===== config.mk =====
export PLATFORM = sky130hd
export DESIGN_NAME = sym2_serializer
export DESIGN_NICKNAME = d
export VERILOG_FILES = /design/src/rtl/sym2_serializer.sv
export SDC_FILE = /design/constraint.sdc
export NUM_CORES = 1
export LEC_CHECK = 0
export CAP_MARGIN = 20
export CORE_MARGIN = 5
export CORE_UTILIZATION = 51
export DETAILED_ROUTE_END_ITERATION = 8
export PLACE_DENSITY = 0.77
export SLEW_MARGIN = 15
export SYNTH_ARGS = -nofsm -noshare
export SYNTH_HDL_FRONTEND = slang
export SYNTH_SLANG_ARGS = --single-unit
export TNS_END_PERCENT = 1

===== constraint.sdc =====
create_clock -name clk -period 1.9 [get_ports clk]
set_clock_uncertainty 0.15 [all_clocks]
set_input_delay 0.38 -clock clk [delete_from_list [all_inputs] [get_ports clk]]
set_output_delay 0.38 -clock clk [all_outputs]
set_load 0.01 [all_outputs]

===== src/rtl/sym2_serializer.sv =====
// sym2_serializer: turns bytes into 2-bit symbols, MSB pair first.
// When CHECK_EN is set, each frame ends with an XOR check symbol.
// A one-entry pending buffer lets the next byte load at frame end,
// so frames stream back to back without an idle cycle.
//
// state   | meaning
// --------+-----------------------------------------------
// S_IDLE  | no frame in flight, waiting for the pending buffer
// S_DATA  | presenting data symbols sym_idx 0..3
// S_CHECK | presenting the XOR check symbol
module sym2_serializer #(
    parameter bit CHECK_EN = 1'b1
) (
    input  logic       clk,
    input  logic       reset_n,
    input  logic       in_valid,
    output logic       in_ready,
    input  logic [7:0] in_data,
    output logic       sym_valid,
    input  logic       sym_ready,
    output logic [1:0] sym_data,
    output logic       sym_last,
    output logic       busy
);

    typedef enum logic [1:0] {
        S_IDLE  = 2'd0,
        S_DATA  = 2'd1,
        S_CHECK = 2'd2
    } state_t;

    state_t     r_state;
    state_t     w_state_nxt;

    logic       r_pend_full;
    logic [7:0] r_pend_data;
    logic       r_in_ready;
    logic [7:0] r_shift;
    logic [1:0] r_sym_idx;
    logic [1:0] r_acc;

    logic       w_accept;
    logic       w_sym_fire;
    logic       w_frame_end;
    logic       w_load;
    logic       w_pend_full_nxt;

    assign w_accept   = in_valid && r_in_ready;
    assign w_sym_fire = sym_valid && sym_ready;
    assign in_ready   = r_in_ready;

    // State register.
    always_ff @(posedge clk or negedge reset_n) begin
        if (!reset_n) begin
            r_state <= S_IDLE;
        end else begin
            r_state <= w_state_nxt;
        end
    end

    // Next-state logic; a frame end chains straight into the pending byte.
    always_comb begin
        w_state_nxt = r_state;
        w_frame_end = 1'b0;
        w_load      = 1'b0;
        case (r_state)
            S_IDLE: begin
                if (r_pend_full) begin
                    w_state_nxt = S_DATA;
                    w_load      = 1'b1;
                end
            end
            S_DATA: begin
                if (w_sym_fire && (r_sym_idx == 2'd3)) begin
                    if (CHECK_EN) begin
                        w_state_nxt = S_CHECK;
                    end else begin
                        w_frame_end = 1'b1;
                    end
                end
            end
            S_CHECK: begin
                if (w_sym_fire) begin
                    w_frame_end = 1'b1;
                end
            end
            default: begin
                w_state_nxt = S_IDLE;
            end
        endcase
        if (w_frame_end) begin
            if (r_pend_full) begin
                w_state_nxt = S_DATA;
                w_load      = 1'b1;
            end else begin
                w_state_nxt = S_IDLE;
            end
        end
    end

    // Output decode from registered state only, so outputs hold while stalled.
    always_comb begin
        sym_valid = 1'b0;
        sym_data  = 2'd0;
        sym_last  = 1'b0;
        case (r_state)
            S_DATA: begin
                sym_valid = 1'b1;
                sym_data  = r_shift[7:6];
                sym_last  = !CHECK_EN && (r_sym_idx == 2'd3);
            end
            S_CHECK: begin
                sym_valid = 1'b1;
                sym_data  = r_acc;
                sym_last  = 1'b1;
            end
            default: begin
                sym_valid = 1'b0;
            end
        endcase
        busy = r_pend_full || (r_state != S_IDLE);
    end

    // Pending buffer occupancy; accept and drain can never coincide
    // because in_ready is low whenever the buffer is full.
    always_comb begin
        w_pend_full_nxt = r_pend_full;
        if (w_accept) begin
            w_pend_full_nxt = 1'b1;
        end else if (w_load) begin
            w_pend_full_nxt = 1'b0;
        end
    end

    // Pending buffer and registered in_ready.
    always_ff @(posedge clk or negedge reset_n) begin
        if (!reset_n) begin
            r_pend_full <= 1'b0;
            r_pend_data <= 8'd0;
            r_in_ready  <= 1'b0;
        end else begin
            r_pend_full <= w_pend_full_nxt;
            r_in_ready  <= !w_pend_full_nxt;
            if (w_accept) begin
                r_pend_data <= in_data;
            end
        end
    end

    // Frame datapath: shift register, symbol index and check accumulator.
    always_ff @(posedge clk or negedge reset_n) begin
        if (!reset_n) begin
            r_shift   <= 8'd0;
            r_sym_idx <= 2'd0;
            r_acc     <= 2'd0;
        end else if (w_load) begin
            r_shift   <= r_pend_data;
            r_sym_idx <= 2'd0;
            r_acc     <= 2'd0;
        end else if ((r_state == S_DATA) && w_sym_fire) begin
            r_shift   <= {r_shift[5:0], 2'b00};
            r_acc     <= r_acc ^ r_shift[7:6];
            r_sym_idx <= r_sym_idx + 2'd1;
        end
    end

endmodule

==> impl_results.md, run 1 <==
* Least setup slack across all paths after layout at -0.05668 ns
* Cell occurring most often along the worst timing path: buf_6
* Max Clk Rate at 511.1 MHz
* Initial antenna violation count at 0
* Final cell area excluding filler cells at about 0.0015 sq mm
* Antenna-violating nets left at 0
* Proportion of layout cells with a drive suffix above 1 at 0.3000
* Worst hold slack after final layout at 0.2526 ns
* Largest family of logic cells by synthesized area: multiplexers
* Die footprint at 0.003233 sq mm
* I/O pin count at 18
* Period minus WS final at a little under 2 ns
* Power per standard cell area at ~1600 mW/mm^2
* Leading cell types in the layout, fill and taps excluded: dfrtp_1, nand2_1, clkdlybuf4s50_1, buf_4
* Synth Area in Compound Gates at 0.08156
* Most area-hungry cell type in the Yosys netlist: dfrtp_1
* Core area at 0.002148 sq mm
* Stage delay of the slowest cell on the critical path at between 0.4 and 0.5 ns
* Number of buffer and inverter instances along the worst setup path at 2
* Leakage Power at 0.7049 nW
* Post-detailed-placement half-perimeter wirelength at roughly 1600 um
* Number of clock sinks seen by CTS at 24
* Portion of the post-synthesis area used by sequential elements at 0.5363
* Total of flip-flops plus latches after synthesis at 24
* Family of cells with the greatest summed delay on the critical path: flip-flops
* Wire length of the first global-routing pass at between 3000 and 4000 um
* GRT overflow at 0
* Headroom to the max-slew limit at 0.7467
* First-pass iteration count of the detailed router at 4
* Count of antenna diodes in the layout at 0
* Number of vias per cell at 5.241
* Fraction of the mapped netlist area in simple logic gates at 0.1218
* Slowest cell on crit path: dfrtp_1
* Post-synth net total at between 100 and 150
* Required time of the critical path at between 1 and 1.5 ns
* Maximum fanout count along the critical path at 4
* IO buf count at 17
* Arrival @ worst endpoint at between 1 and 1.5 ns
* Cell Area, Placed at roughly 0.0014 sq mm
* Cell area after synthesis at ~0.0011 sq mm
* Detailed-route via count at slightly above 800
* Initial core utilization at 0.5213
* Number of CTS-inserted buffers at 3
* X dimension of the die at about 57 um
* Placement Setup Slack at -0.09212 ns
* Result of the run: finished, violations left
* Final WL at approximately 2200 um
* Count of pins over their slew limit at 0
* Number of instances in the synthesized netlist at slightly below 100
* Number of global-route vias before repair at ~800
* Part of the cycle the worst path needs at 1.030
* Clk root buf: clkbuf_4
* Most frequent standard cell in the layout excluding fill and tap cells: dfrtp_1
* Overall fraction of global-route tracks in use at 0.1440
* DRT iter0 DRCs at 15
* Maximum number of pins on one net before global-route repair at 25
* Fraction of synthesized cell area in xor and xnor cells at 0.02346
* Fill count at about 160
* Height of the die at roughly 57 um
* Failing checks: negative setup slack
* Hold buffer count at cts at 0
* Reported max-cap violation count at 0
* Most area-consuming cells after synthesis: dfrtp_1, mux2_2, mux2i_1
* Unrepaired setup endpoints after global routing: true
* Count of H-tree levels built during CTS at 1
* Synth-to-Final Area Change at 33.63%
* Number of placement rows at 17
* Final weighted congestion in routability-driven placement at between 0.7 and 0.8
* Mux contribution to synthesized area at 0.1520
* Max clock buf depth at 2
* Classification of the worst setup path: register to primary output
* Total Nets Final at approximately 150
* Post-Synth Adder-Cell Area at 0.05587
* Final TNS setup at -0.1361 ns
* TritonCTS clock tree: done
* Yosys warning count at 0
* Setup-violating endpoint count in the final report at 3
* Category of the worst setup path capture point: primary output
* Clock slew seen by the registers of the worst setup and hold paths at 0.13 ns
* Worst-case vdd ir drop at between 0.9 and 1 mV
* Post-synth cell types at 22
* Mean cell area of the mapped netlist at around 11 sq um
* Final-report hold violation count at 0
* Tightest Pin Transition at approximately 0.38 ns
* Critical path launch point type: register
* Worst-Skew Late Latency at 0.31 ns
* Area share of the largest cell type after synthesis at 0.5363
* Path type of the worst min-delay path: input port to asynchronous set/reset pin
* Final routed DRC violation total at 0
* Detailed-route wire length per cell at 14.15 um
* Cells along the critical path: buf_6, ha_4, a22oi_2, nor2b_4, buf_6
[area by class of cell]
| type | count | area, sq um | share of cell area |
|---|---|---|---|
| well taps | 28 | 35.03 | 0.02341 |
| flip-flops and latches | 24 | 600.6 | 0.4013 |
| inverters | 4 | 15.01 | 0.01003 |
| clock buffers | 3 | 22.52 | 0.01505 |
| multi-input cells | 68 | 536.8 | 0.3587 |
| clock inverters | 1 | 30.03 | 0.02007 |
| repair buffers | 30 | 256.5 | 0.1714 |
[sequential cells by signal, indices dropped and copies added (netlist names)]
name,cells
r_pend_data,8
r_shift,8
r_acc,2
r_state,2
r_sym_idx,2
in_ready,1
r_pend_full,1
[synthesized netlist by cell type, drive strengths merged]
cell	count
dfrtp	24
nand2	13
mux2	8
mux2i	8
o21ai	8
nor2	6
ha	5
inv	4
a21oi	3
buf	3
xor2	3
a22oi	2
nand2b	2
nand3	2
nand4	2
nor2b	2
a221oi	1
a31oi	1
and2	1
or2	1
[per-layer routing]
layer  vias to the layer above  part of all wire  routed length [um]  global-route usage
li1                        400                 -                   -                   -
met1                       392              0.42                 929              0.1725
met2                        30              0.51                1132              0.2426
met3                         6             0.051                 113             0.04138
met4                         0             0.027                  61             0.05629
met5                         -                 0                   0                   0
[worst register-to-register path, stage by stage, from the launching register on]
cell and delay [ns]:
dfrtp_1 0.43, inv_2 0.10, ha_4 0.29, buf_4 0.13, nand3_2 0.10, a221oi_2 0.26
mux2i_1 0.24, a21oi_1 0.09
[cell families after synthesis]
kind of cell,after synthesis
flops,24
mux,16
simple gates,29
xor+xnor,3
buf+inv,7
compound gates,15
fa+ha+maj,5
[timing repair]
item | CTS | global route
pin swaps | 1 | 1
resized for setup | 19 | 8
setup buffers | 1 | 2
endpoints found under the setup margin | 5 | 6
[final timing paths]
path | depth (start not counted) | slack, ns | end | from
setup / recovery | 5 | -0.06 | sym_data[0] | r_state[0]
hold / removal | 2 | 0.25 | r_state[1] | reset_n
setup reg to reg | 7 | 0.01 | r_state[0] | r_state[0]
hold reg to reg | 2 | 0.34 | r_shift[3] | r_pend_data[3]
max in group asynchronous | 2 | 1.11 | r_shift[7] | reset_n
min in group clk | 2 | 0.34 | r_shift[3] | r_pend_data[3]
[metrics by stage]
step | util | power, mW | cells
floorplan | - | 1.504 | 99
detailed placement | 0.6436 | 1.873 | 151
CTS | 0.6791 | 2.274 | 156
global placement | 0.6436 | 1.807 | 151
finish | 0.6966 | 2.350 | 158
global route | 0.6966 | 2.525 | 158
[power breakdown]
part	switching (mW)	internal, mW	leakage [nW]
Sequential	0.159	0.754	0.296
Combinational	0.506	0.568	0.381
Clock	0.150	0.213	0.0279
Total	0.815	1.53	0.705
(Power assumes the default switching activity.)
==> run 2, diff against run 1 <==
--- a/config.mk
+++ b/config.mk
@@ -6,7 +6,7 @@
 export NUM_CORES = 1
 export LEC_CHECK = 0
 export CAP_MARGIN = 20
-export CORE_MARGIN = 5
+export CORE_MARGIN = 2
 export CORE_UTILIZATION = 51
 export DETAILED_ROUTE_END_ITERATION = 8
 export PLACE_DENSITY = 0.77
==> run 2 against run 1 <==
  * The run now ends clean
  * Count of clock-buffer cells in the layout did not move
  * Critical path depth did not move
  * Final area is 2.2% lower
  * Combinational power hardly changed
  * Sequential share of layout area up 0.89 points
  * Critical path type unchanged
  * Critical endpoint is now sym_data[1]
==> impl_results.md, run 2 (synthesized netlist as in run 1, its figures left out) <==
* Leading cell types in the layout, fill and taps excluded: dfrtp_1, nand2_1, buf_4
* X dimension of the die at 50.86 um (-11%)
* Hold buffer count at cts at 0 (unchanged)
* Sw frac at 0.3611 (+0.01432)
* Required time of the critical path at 1.37 ns (about the same)
* R2r startpoint: r_state[1]
* Post-Route Utilization at 0.7240 (+0.02745)
* Category of the worst setup path capture point: primary output
* DRT iter0 DRCs at 7 (-8)
* Number of CTS-inserted buffers at 3 (unchanged)
* Seq. cell area at 600.6 sq um (unchanged)
* Number of buffer and inverter instances along the worst setup path at 2 (unchanged)
* Classification of the worst setup path: register to primary output
* Final routed DRC violation total at 0 (unchanged)
* Count of pins over their slew limit at 0 (unchanged)
* Number of placement rows at 16 (-1)
* Synth-to-Final Area Change at 30.73%
* GRT overflow at 0 (unchanged)
* Switching power summed over all nets at 0.7831 mW (-3.9%)
* TritonCTS clock tree: done
* I/O pin count at 18 (unchanged)
* Cell Area, Placed at 0.001389 sq mm (+0.45%)
* Fraction of power consumed by the clock network at 0.097 (-0.058)
* Core area at 0.002022 sq mm (-5.9%)
* Part of the cycle the worst path needs at 0.9930 (-0.03688)
* Fill count at 147 (-9.3%)
* Final TNS setup at 0 ns (+0.1361 ns)
* Height of the die at 50.86 um (-11%)
* Critical path launch point type: register
* Detailed-route via count at 833 (+0.60%)
* Path type of the worst min-delay path: input port to asynchronous set/reset pin
* Headroom to the max-slew limit at 0.7509 (+0.004206)
* Stage delay of the slowest cell on the critical path at 0.42 ns (-0.02 ns)
* Initial core utilization at 0.5538 (+0.03258)
* Result of the run: finished, final reports clean
* Overall fraction of global-route tracks in use at 0.1948 (+0.05074)
* Final-report hold violation count at 0 (unchanged)
* Detailed-route wire length per cell at 13.40 um (-5.3%)
* Largest registers in the final layout: r_pend_data x8, r_shift x8
* Setup slack on the worst flop-to-flop path at 0.11 ns (+0.10 ns)
* Wire length of the first global-routing pass at 3581 um (-0.20%)
* Area of the multi-input gates at 534.3 sq um (-0.47%)
* Final weighted congestion in routability-driven placement at 0.7325 (+2.3%)
* Worst hold slack after final layout at 0.2784 ns (+0.02573 ns)
* Count of antenna diodes in the layout at 0 (unchanged)
* Fraction of power consumed by sequential logic at 0.418 (+0.030)
* Die footprint at 0.002587 sq mm (-20%)
* Unrepaired setup endpoints after global routing: true
* Cells along the critical path: buf_6, ha_4, a22oi_2, nor2b_1, buf_2
* Proportion of layout cells with a drive suffix above 1 at 0.3000 (unchanged)
* Power per standard cell area at 1482 mW/mm^2 (-5.6%)
* Combinational power share at 0.486 (+0.029)
* Reg2Reg Capture Point: r_state[0]
* Max Clk Rate at 530.1 MHz (+3.7%)
* Number of clock sinks seen by CTS at 24 (unchanged)
* Post-detailed-placement half-perimeter wirelength at 1551 um (about the same)
* Maximum fanout count along the critical path at 4 (unchanged)
* Clk root buf: clkbuf_4
* Maximum number of pins on one net before global-route repair at 25 (unchanged)
* Tightest Pin Transition at 0.3728 ns (-0.006294 ns)
* Max clock buf depth at 2 (unchanged)
* First-pass iteration count of the detailed router at 4 (unchanged)
* Arrival @ worst endpoint at 1.36 ns (-0.07 ns)
* Count of H-tree levels built during CTS at 1 (unchanged)
* Placement Setup Slack at -0.1135 ns (-0.02133 ns)
* Clock slew seen by the registers of the worst setup and hold paths at 0.12 ns (about the same)
* Number of vias per cell at 5.306 (+1.2%)
* Number of global-route vias before repair at 810 (+0.75%)
* Worst-case vdd ir drop at 0.9909 mV (-0.79%)
* Most frequent standard cell in the layout excluding fill and tap cells: dfrtp_1
* Antenna-violating nets left at 0 (unchanged)
* Initial antenna violation count at 0 (unchanged)
* Family of cells with the greatest summed delay on the critical path: flip-flops
* Setup-violating endpoint count in the final report at 0 (-3)
* Period minus WS final at 1.887 ns (-0.07006 ns)
* Worst setup path start: r_state[1]
* Final WL at 2104 um (-5.9%)
* Worst-Skew Late Latency at 0.30 ns (about the same)
* Final cell area excluding filler cells at 0.001464 sq mm (-2.2%)
* Reported max-cap violation count at 0 (unchanged)
* IO buf count at 17 (unchanged)
* Total Nets Final at 149 (+0.68%)
* Least setup slack across all paths after layout at 0.01339 ns (+0.07006 ns)
* Internal Pwr Total at 1.386 mW (-9.7%)
* Slowest cell on crit path: dfrtp_1
* R2R cell count at 7 (unchanged)
* Leakage Power at 0.6930 nW (-1.7%)
## run 2: cell types whose count changed in the layout (fill, tap and decap cells not counted), sizes merged
cell / previous run / this run
buf: 16 / 15
clkbuf: 4 / 6
bufinv: 1 / 0
## run 2: through the flow
stage                     std cells  total power [mW]
after floorplan                  99             1.504
after global placement          151             1.828
after detailed placement        151             1.898
after CTS                       156             2.130
after global routing            157             2.349
final                           157             2.169
## run 2: worst max path at each step
stage	to	cells after the start	slack, ns
floorplan	r_state[0]	6	0.21
global placement	sym_data[1]	5	-0.03
detailed placement	sym_data[0]	5	-0.11
CTS	sym_valid	4	-0.14
global route	sym_data[0]	5	-0.07
finish	sym_data[1]	5	0.01
## run 2: cell type report
type | instances | area share
clock buffers | 3 | 0.01538
inverters | 4 | 0.01026
multi-input cells | 68 | 0.3650
flip-flops and latches | 24 | 0.4103
well taps | 27 | 0.02308
repair buffers | 31 | 0.1761
## run 2: timing repair
item                                    CTS  global route
buffers inserted                          2             1
gates resized for setup                  13            11
pin swaps                                 1             0
endpoints found under the setup margin    5             8
gates cloned                              0             0
## run 2: power groups by stage
stage / Clock, mW / Sequential [mW] / Combinational (mW)
floorplan: 0 / 0.873 / 0.631
finish: 0.210 / 0.906 / 1.05
CTS: 0.217 / 0.907 / 1.00
global route: 0.236 / 0.937 / 1.18
detailed placement: 0 / 0.913 / 0.985
global placement: 0 / 0.892 / 0.936
## run 2: worst reg2reg max path, cell delays in order, from the launching register on
cell,delay (ns)
dfrtp_1,0.40
inv_2,0.09
ha_4,0.28
buf_4,0.11
nand3_2,0.09
a221oi_2,0.26
mux2i_1,0.23
a21oi_1,0.09
## run 2: per-layer routing
metal	GRT usage	wire, um	part of all wire	vias up
li1	-	-	-	405
met4	0.1081	52	0.025	0
met3	0.01754	49	0.023	4
met5	0	0	0	-
met1	0.2321	920	0.44	410
met2	0.3465	1082	0.51	14
